File: config.mk
export PLATFORM = sky130hd
export DESIGN_NAME = adder_pipe
export DESIGN_NICKNAME = d
export VERILOG_FILES = /design/src/rtl/adder_pipe_pkg.sv /design/src/rtl/adder_pipe_stage.sv /design/src/rtl/adder_pipe.sv
export SDC_FILE = /design/constraint.sdc
export NUM_CORES = 1
export LEC_CHECK = 0
export BUFFER_PORTS_ARGS = -buffer_cell sky130_fd_sc_hd__buf_2
export CAP_MARGIN = 20
export CORE_ASPECT_RATIO = 0.75
export CORE_MARGIN = 10
export CORE_UTILIZATION = 30
export DETAILED_ROUTE_END_ITERATION = 10
export PLACE_DENSITY = 0.61
export SYNTH_ARGS = -nofsm -noshare
export SYNTH_HDL_FRONTEND = slang
export SYNTH_SLANG_ARGS = --single-unit
File: constraint.sdc
create_clock -name clk -period 3.41 [get_ports clk]
set_input_delay 0.341 -clock clk [delete_from_list [all_inputs] [get_ports clk]]
set_output_delay 0.341 -clock clk [all_outputs]
set_load 0.02 [all_outputs]
File: src/rtl/adder_pipe_pkg.sv
// rtl/adder_pipe_pkg.sv - shared payload type, counter width and saturation-limit helpers for adder_pipe
package adder_pipe_pkg;

  localparam int COUNT_W = 16;
  localparam int MAX_W   = 64;

  typedef struct packed {
    logic [MAX_W-1:0] sum;
    logic             carry;
    logic             ovf;
  } payload_t;

  // Limits are returned right-aligned in MAX_W bits; callers slice the low w bits.
  function automatic logic [MAX_W-1:0] sat_max(input int w, input bit is_signed);
    if (is_signed) return {MAX_W{1'b1}} >> (MAX_W - w + 1);
    return {MAX_W{1'b1}} >> (MAX_W - w);
  endfunction

  function automatic logic [MAX_W-1:0] sat_min(input int w, input bit is_signed);
    if (is_signed) return {{(MAX_W-1){1'b0}}, 1'b1} << (w - 1);
    return '0;
  endfunction

endpackage

File: src/rtl/adder_pipe_stage.sv
// rtl/adder_pipe_stage.sv - one valid/ready register slice of the adder pipeline
module adder_pipe_stage
  import adder_pipe_pkg::*;
#(
  parameter type T = payload_t
) (
  input  logic clk,
  input  logic rst,
  input  logic in_valid,
  output logic in_ready,
  input  T     in_data,
  output logic out_valid,
  input  logic out_ready,
  output T     out_data
);

  logic valid_q, valid_d;
  T     data_q, data_d;

  always_comb begin
    in_ready = !valid_q || out_ready;
    valid_d  = in_ready ? in_valid : valid_q;
    data_d   = (in_valid && in_ready) ? in_data : data_q;
  end

  always_ff @(posedge clk or posedge rst) begin
    if (rst) begin
      valid_q <= 1'b0;
      data_q  <= '0;
    end else begin
      valid_q <= valid_d;
      data_q  <= data_d;
    end
  end

  assign out_valid = valid_q;
  assign out_data  = data_q;

endmodule

File: src/rtl/adder_pipe.sv
// rtl/adder_pipe.sv - pipelined a+b with carry/overflow flags and valid/ready handshake
// Define ADDER_PIPE_SAT_EN to saturate the sum on overflow instead of wrapping.
module adder_pipe
  import adder_pipe_pkg::*;
#(
  parameter int WIDTH  = 8,
  parameter int STAGES = 2,
  parameter int SIGNED = 0
) (
  input  logic               clk,
  input  logic               rst,
  input  logic               in_valid,
  output logic               in_ready,
  input  logic [WIDTH-1:0]   a,
  input  logic [WIDTH-1:0]   b,
  output logic               out_valid,
  input  logic               out_ready,
  output logic [WIDTH-1:0]   sum,
  output logic               carry,
  output logic               ovf,
  output logic [COUNT_W-1:0] count
);

  typedef struct packed {
    logic [WIDTH-1:0] sum;
    logic             carry;
    logic             ovf;
  } stage_t;

`ifdef ADDER_PIPE_SAT_EN
  localparam logic [MAX_W-1:0] SAT_HI = sat_max(WIDTH, SIGNED != 0);
  localparam logic [MAX_W-1:0] SAT_LO = sat_min(WIDTH, SIGNED != 0);
`endif

  logic [WIDTH:0]   full;
  stage_t           s0_data;
  logic             stg_valid [STAGES+1];
  logic             stg_ready [STAGES+1];
  stage_t           stg_data  [STAGES+1];

  logic               ready_en_q, ready_en_d;
  logic [COUNT_W-1:0] count_q, count_d;

  always_comb begin
    full          = {1'b0, a} + {1'b0, b};
    s0_data.carry = full[WIDTH];
    s0_data.sum   = full[WIDTH-1:0];
    if (SIGNED != 0)
      s0_data.ovf = (a[WIDTH-1] == b[WIDTH-1]) && (full[WIDTH-1] != a[WIDTH-1]);
    else
      s0_data.ovf = full[WIDTH];
`ifdef ADDER_PIPE_SAT_EN
    // In signed mode the operand sign tells which rail was crossed.
    if (s0_data.ovf) begin
      if ((SIGNED != 0) && a[WIDTH-1])
        s0_data.sum = SAT_LO[WIDTH-1:0];
      else
        s0_data.sum = SAT_HI[WIDTH-1:0];
    end
`endif
  end

  // Holds in_ready low through reset and releases it on the first edge afterwards.
  always_comb begin
    ready_en_d = 1'b1;
    count_d    = count_q;
    if (out_valid && out_ready)
      count_d = count_q + 1'b1;
  end

  always_ff @(posedge clk or posedge rst) begin
    if (rst) begin
      ready_en_q <= 1'b0;
      count_q    <= '0;
    end else begin
      ready_en_q <= ready_en_d;
      count_q    <= count_d;
    end
  end

  assign stg_valid[0]      = in_valid && ready_en_q;
  assign stg_data[0]       = s0_data;
  assign stg_ready[STAGES] = out_ready;
  assign in_ready          = ready_en_q && stg_ready[0];

  for (genvar g = 0; g < STAGES; g++) begin : g_stage
    adder_pipe_stage #(
      .T(stage_t)
    ) u_stage (
      .clk      (clk),
      .rst      (rst),
      .in_valid (stg_valid[g]),
      .in_ready (stg_ready[g]),
      .in_data  (stg_data[g]),
      .out_valid(stg_valid[g+1]),
      .out_ready(stg_ready[g+1]),
      .out_data (stg_data[g+1])
    );
  end

  assign out_valid = stg_valid[STAGES];
  assign sum       = stg_data[STAGES].sum;
  assign carry     = stg_data[STAGES].carry;
  assign ovf       = stg_data[STAGES].ovf;
  assign count     = count_q;

endmodule

==> results of run 1 <==
worst register-to-register path: cells and delay by family, from the launching register on:
kind	cells	cell delay, ns
multiplexers	1	0.39
flip-flops	1	0.50
AND/OR/NAND/NOR	2	0.47
cells in the mapped netlist, types with 2 or more instances:
cell	n
ha_1	9
a21o_1	2
inv_1	3
nand2b_1	2
xnor2_1	12
a211oi_1	2
o21ai_0	6
nand2_1	19
nand4_1	5
mux2_2	10
xor2_1	6
nor2_1	6
and3_1	3
nand3_1	8
a21oi_1	3
dfrtp_1	37
through the flow:
stage	instances	cell area (um2)
2_1_floorplan	159	1830
3_3_place_gp	282	2150
3_5_place_dp	282	2150
4_1_cts	290	2270
5_1_grt	290	2270
6_report	290	2270
routing by layer:
| layer | vias to the layer above | global-route usage |
|---|---|---|
| met2 | 30 | 0.124 |
| met4 | 0 | 0.0314 |
| li1 | 671 | - |
| met1 | 633 | 0.112 |
| met3 | 2 | 0.0337 |
| met5 | - | 0 |
where the power goes:
group	internal, mW	total [mW]	switching, mW
combinational	0.163	0.389	0.226
clock	0.239	0.391	0.153
sequential	0.536	0.612	0.0762
path summary, 6_finish.rpt:
path | slack, ns | end | startpoint
max in group asynchronous | 2.92 | g_stage[0].u_stage.out_data[0] | rst
setup / recovery | 1.60 | g_stage[0].u_stage.out_data[0] | a[0]
min in group clk | 0.38 | g_stage[0].u_stage.out_data[2] | b[0]
setup reg to reg | 1.93 | g_stage[1].u_stage.out_data[7] | g_stage[1].u_stage.out_valid
hold / removal | 0.16 | count[7] | rst
hold reg to reg | 0.47 | count[15] | count[15]
cell families after synthesis:
group | after synthesis
AOI/OAI and AO/OA | 21
DFF | 37
xor gates and xnor gates | 18
adders and majority gates | 10
muxes | 11
buffers and inverters | 6
other | 1
and+or+nand+nor | 55
state kept, by name (all words and copies together) (netlist names):
register and flops:
g_stage.u_stage.out_data 18, count 16, g_stage.u_stage.out_valid 2, ready_en_q 1
layout make-up:
cell class	count	area, um2
sequential	37	926
inverter	3	11.3
multi-input combinational	116	876
tap	78	97.6
clock buffer	7	86.3
clock inverter	1	30.0
timing repair buffer	48	243
fill	604	3590
==> impl_metrics.tcl, run 1 <==
set metrics [dict create \
    final_max_slew_viol_count 0 \
    path_cells "buf_2 -> ha_1 -> fa_1 -> a211oi_1 -> o21ai_0 -> and3_1 -> o31a_1" \
    peakVddDrop_mv 0.218 \
    antenna_cells 0 \
    antenna_found_initial 0 \
    dr.max_layer_used "met4" \
    wire_per_inst_um 14.1 \
    cp.arrival_ns 1.98 \
    synth_top_family_by_area "simple AND/OR/NAND/NOR gates" \
    startpoint_type "input port" \
    final_cell_mix "47 x buf_2, 37 x dfrtp_1, 19 x nand2_1" \
    dp_hpwl_um 3170 \
    cts.sinks 37 \
    start_util 0.312 \
    drt_iter0_markers 34 \
    syn-cell-area_mm2 0.00183 \
    fin_hold_ws_ns 0.163 \
    hold_buffers 0 \
    setup_viol 0 \
    synth.avg_cell_area_um2 11.5 \
    nets 241 \
    path_clk_slew_ns 0.07 \
    path_class "in -> reg" \
    seq_area_frac_synth 0.506 \
    gr-total-overflow 0 \
    vias 1336 \
    synth_nets 189 \
    hp-class "in -> async" \
    boundaryPins 48 \
    syn_inst 159 \
    yosysTopAreaCell "dfrtp_1" \
    syn2layout_area_growth_pct 24.1 \
    cp.required_ns 3.58 \
    critPathTopFamily "compound AO/OA/AOI/OAI gates" \
    cp_max_fo 3 \
    clock.fmax_mhz 552 \
    rsz0062_at_grt "no" \
    dr_wl_met2_um 1760 \
    slowest_delay_ns 0.43 \
    path_depth 7 \
    grt_pass1_vias 1307 \
    fin_skew_ns 0.00665 \
    io_buffer_count 47 \
    drt-pass1-iter-count 2 \
    fin_ws_ns 1.60 \
    wl_met1_um 1940 \
    gp_routability_congestion 0.707 \
    fin_setup_tns_ns 0 \
    ys_ff_latch 37 \
    route.met3.wl_um 342 \
    place_ws_ns 1.31 \
    synth_fa_ha_area_frac 0.0725 \
    grt_pass1_wl_um 6540 \
    synth_compound_area_frac 0.0766 \
    fp.dieW_um 110 \
    cts_tree "built" \
    grt.total_usage 0.0854 \
    cp_num_buf_inv 1 \
    num_rows 24 \
    grt_max_degree 38 \
    layout-drive-gt1-share 0.330 \
    insertion_delay_ns 0.28 \
    period_minus_slack_ns 1.81 \
    ys.flop_type "dfrtp_1" \
    cts_root_buffer "clkbuf_8" \
    ant_nets 0 \
    clockBufferDepth 2 \
    p_leak_nw 1.14 \
    wl_um 4080 \
    cts_resized 0 \
    coreArea_mm2 0.00586 \
    cap_violations 0 \
    worstSetupEndpointType "register" \
    yosys.area_share.simple 0.174 \
    worstRegToRegCells 3 \
    finalHoldViolations 0 \
    die_height_um 87.6 \
    ys_async_sr_fraction 1.00 \
    synthXorXnorAreaFrac 0.0862 \
    synth_mux_area_frac 0.0670 \
    ys_warn_count 0 \
    slowest_stage "fa_1" \
    fin_crit_sh 0.531 \
    route.detailed.drc 0 \
    fin_util 0.388 \
    outcome "finished clean" \
    yosys.area.top_type_share 0.506 \
    dieArea_mm2 0.00965 \
    numCtsBuffers 5 \
    power_density_mw_per_mm2 614 \
    final_common_cell "buf_2" \
    cts_setup_buffers 0 \
    synthTopCellsByArea "dfrtp_1 51%, ha_1 6.2%, mux2_2 6.2%, xnor2_1 5.7%, nand2_1 3.9%" \
    synth_edf_count 0 \
    synth_cell_types 42 \
    finalPower_mw 1.39 \
    vias_per_cell 4.61 \
    h-tree-depth 2 \
]
Note: power is estimated with default switching activity, not from simulation.
==> run 2, diff against run 1 <==
- PLACE_DENSITY: 0.61 -> 0.63
- clock period: 3.41 -> 1.5 ns (I/O delays scaled with it)
==> impl_metrics.tcl, run 2 (synthesis results as in run 1) <==
set metrics [dict create \
    fin_ws_ns 0.119 \
    coreArea_mm2 0.00586 \
    p_leak_nw 1.23 \
    clockBufferDepth 2 \
    cts.sinks 37 \
    drt_iter0_markers 37 \
    gr-total-overflow 0 \
    grt_max_degree 38 \
    p_clk_frac 0.297 \
    cp.required_ns 1.67 \
    wire_per_inst_um 13.5 \
    cp-endpoint "g_stage[0].u_stage.out_data[0]" \
    fin_skew_ns 0.00511 \
    start_util 0.312 \
    final_common_cell "buf_2" \
    multi_input_area_um2 886 \
    hp-class "in -> reg" \
    path_class "in -> reg" \
    pwr-share-seq 0.400 \
    boundaryPins 48 \
    busiest_layer "met2" \
    switchingPower_mw 1.06 \
    cts_root_buffer "clkbuf_8" \
    rrSetupSlack_ns 0.12 \
    outcome "finished clean" \
    rr_startpoint "count[0]" \
    gp_routability_congestion 0.770 \
    switching_share 0.312 \
    fp.dieW_um 110 \
    cts_tree "built" \
    rsz0062_at_grt "no" \
    layout-drive-gt1-share 0.399 \
    drt-pass1-iter-count 4 \
    grt_util_met3 0.0411 \
    grt_pass1_vias 1369 \
    finalInstanceArea_mm2 0.00243 \
    peakVddDrop_mv 0.743 \
    grt_pass1_wl_um 6720 \
    numCtsBuffers 5 \
    num_rows 24 \
    cp.arrival_ns 1.55 \
    largest_register_ffs 18 \
    dieArea_mm2 0.00965 \
    fin_util 0.416 \
    nets 257 \
    wl_um 4140 \
    path_clk_slew_ns 0.07 \
    final_cells 306 \
    syn2layout_area_growth_pct 33.1 \
    fin_setup_tns_ns 0 \
    fillCellCount 575 \
    cap_violations 0 \
    insertion_delay_ns 0.28 \
    final_cell_mix "47 x buf_2, 35 x dfrtp_1, 19 x nand2_1" \
    worstSetupEndpointType "register" \
    combPwrFrac 0.303 \
    period_minus_slack_ns 1.38 \
    antenna_found_initial 0 \
    gr-usage-met2 0.129 \
    setup_viol 0 \
    vias 1378 \
    fin_crit_sh 0.921 \
    reg2reg_to "count[12]" \
    vias_per_cell 4.50 \
    io_buffer_count 47 \
    gr-usage-met1 0.114 \
    h-tree-depth 2 \
    final_max_slew_viol_count 0 \
    dp_hpwl_um 3280 \
    grt.total_usage 0.0890 \
    place_ws_ns -0.182 \
    worstRegToRegCells 5 \
    cts_setup_buffers 0 \
    clock.fmax_mhz 724 \
    crit_path_start "a[0]" \
    startpoint_type "input port" \
    antenna_cells 0 \
    finalHoldViolations 0 \
    ant_nets 0 \
    die_height_um 87.6 \
    cp_max_fo 3 \
    internal_power_mw 2.34 \
    dpl.cell_count 297 \
    placed_cell_area_mm2 0.00229 \
    route.detailed.drc 0 \
    power_density_mw_per_mm2 1400 \
    regArea_um2 928 \
]
==> run 2: changes by cell type in the layout (fill, tap and decap cells not counted), sizes merged <==
cell         previous run  this run
clkbuf                  7         5
bufinv                  1         2
dlygate4sd3             0         1
buf                    48        63
clkinv                  0         1
==> run 2: per-layer routing <==
metal	share of wire	vias up	routed length, um
met5	0	-	0
met4	0.011	0	47
met3	0.097	7	401
met2	0.43	32	1790
met1	0.46	640	1900
li1	-	699	-
==> run 2: power by group through the flow <==
stage | sequential (mW) | combinational (mW) | clock [mW]
2_1_floorplan | 1.59 | 0.415 | 0
3_3_place_gp | 1.37 | 1.04 | 0
3_5_place_dp | 1.38 | 1.05 | 0
4_1_cts | 1.36 | 1.06 | 1.06
5_1_grt | 1.39 | 1.14 | 1.09
6_report | 1.36 | 1.03 | 1.01
==> run 2: layout make-up <==
| cell class | count | share of cell area |
|---|---|---|
| Clock inverter | 3 | 0.0267 |
| Multi-Input combinational cell | 116 | 0.364 |
| Timing Repair Buffer | 64 | 0.155 |
| Clock buffer | 5 | 0.0283 |
| Tap cell | 78 | 0.0401 |
| Sequential cell | 37 | 0.381 |
| Inverter | 3 | 0.00462 |
==> run 2: critical path: stages <==
cell	delay [ns]
buf_2	0.10
ha_2	0.19
fa_2	0.39
a211oi_2	0.20
o21ai_1	0.09
and3_1	0.19
o31a_1	0.23
==> run 2: timing repair <==
item / in CTS / in global routing
endpoints found under the setup margin: 0 / 2
endpoints found under the hold margin: 37 / 0
hold buffers: 1 / 0
gates resized for setup: 0 / 1
==> run 2: worst min-delay path by stage <==
| stage | cells past startpoint | end | start | slack (ns) |
|---|---|---|---|---|
| after CTS | 4 | g_stage[0].u_stage.out_data[2] | b[0] | 0.20 |
| after global placement | 3 | g_stage[1].u_stage.out_data[3] | rst | 0.29 |
| after floorplan | 1 | count[10] | rst | 0.33 |
| after detailed placement | 3 | g_stage[1].u_stage.out_data[4] | rst | 0.30 |
| final | 4 | g_stage[0].u_stage.out_data[2] | b[0] | 0.21 |
| after global routing | 4 | g_stage[0].u_stage.out_data[2] | b[0] | 0.22 |
==> run 2: through the flow <==
stage,hold slack [ns],total power [mW]
after floorplan,0.326,2.01
after global placement,0.290,2.41
after detailed placement,0.297,2.43
after CTS,0.204,3.47
after global routing,0.218,3.63
final,0.209,3.40
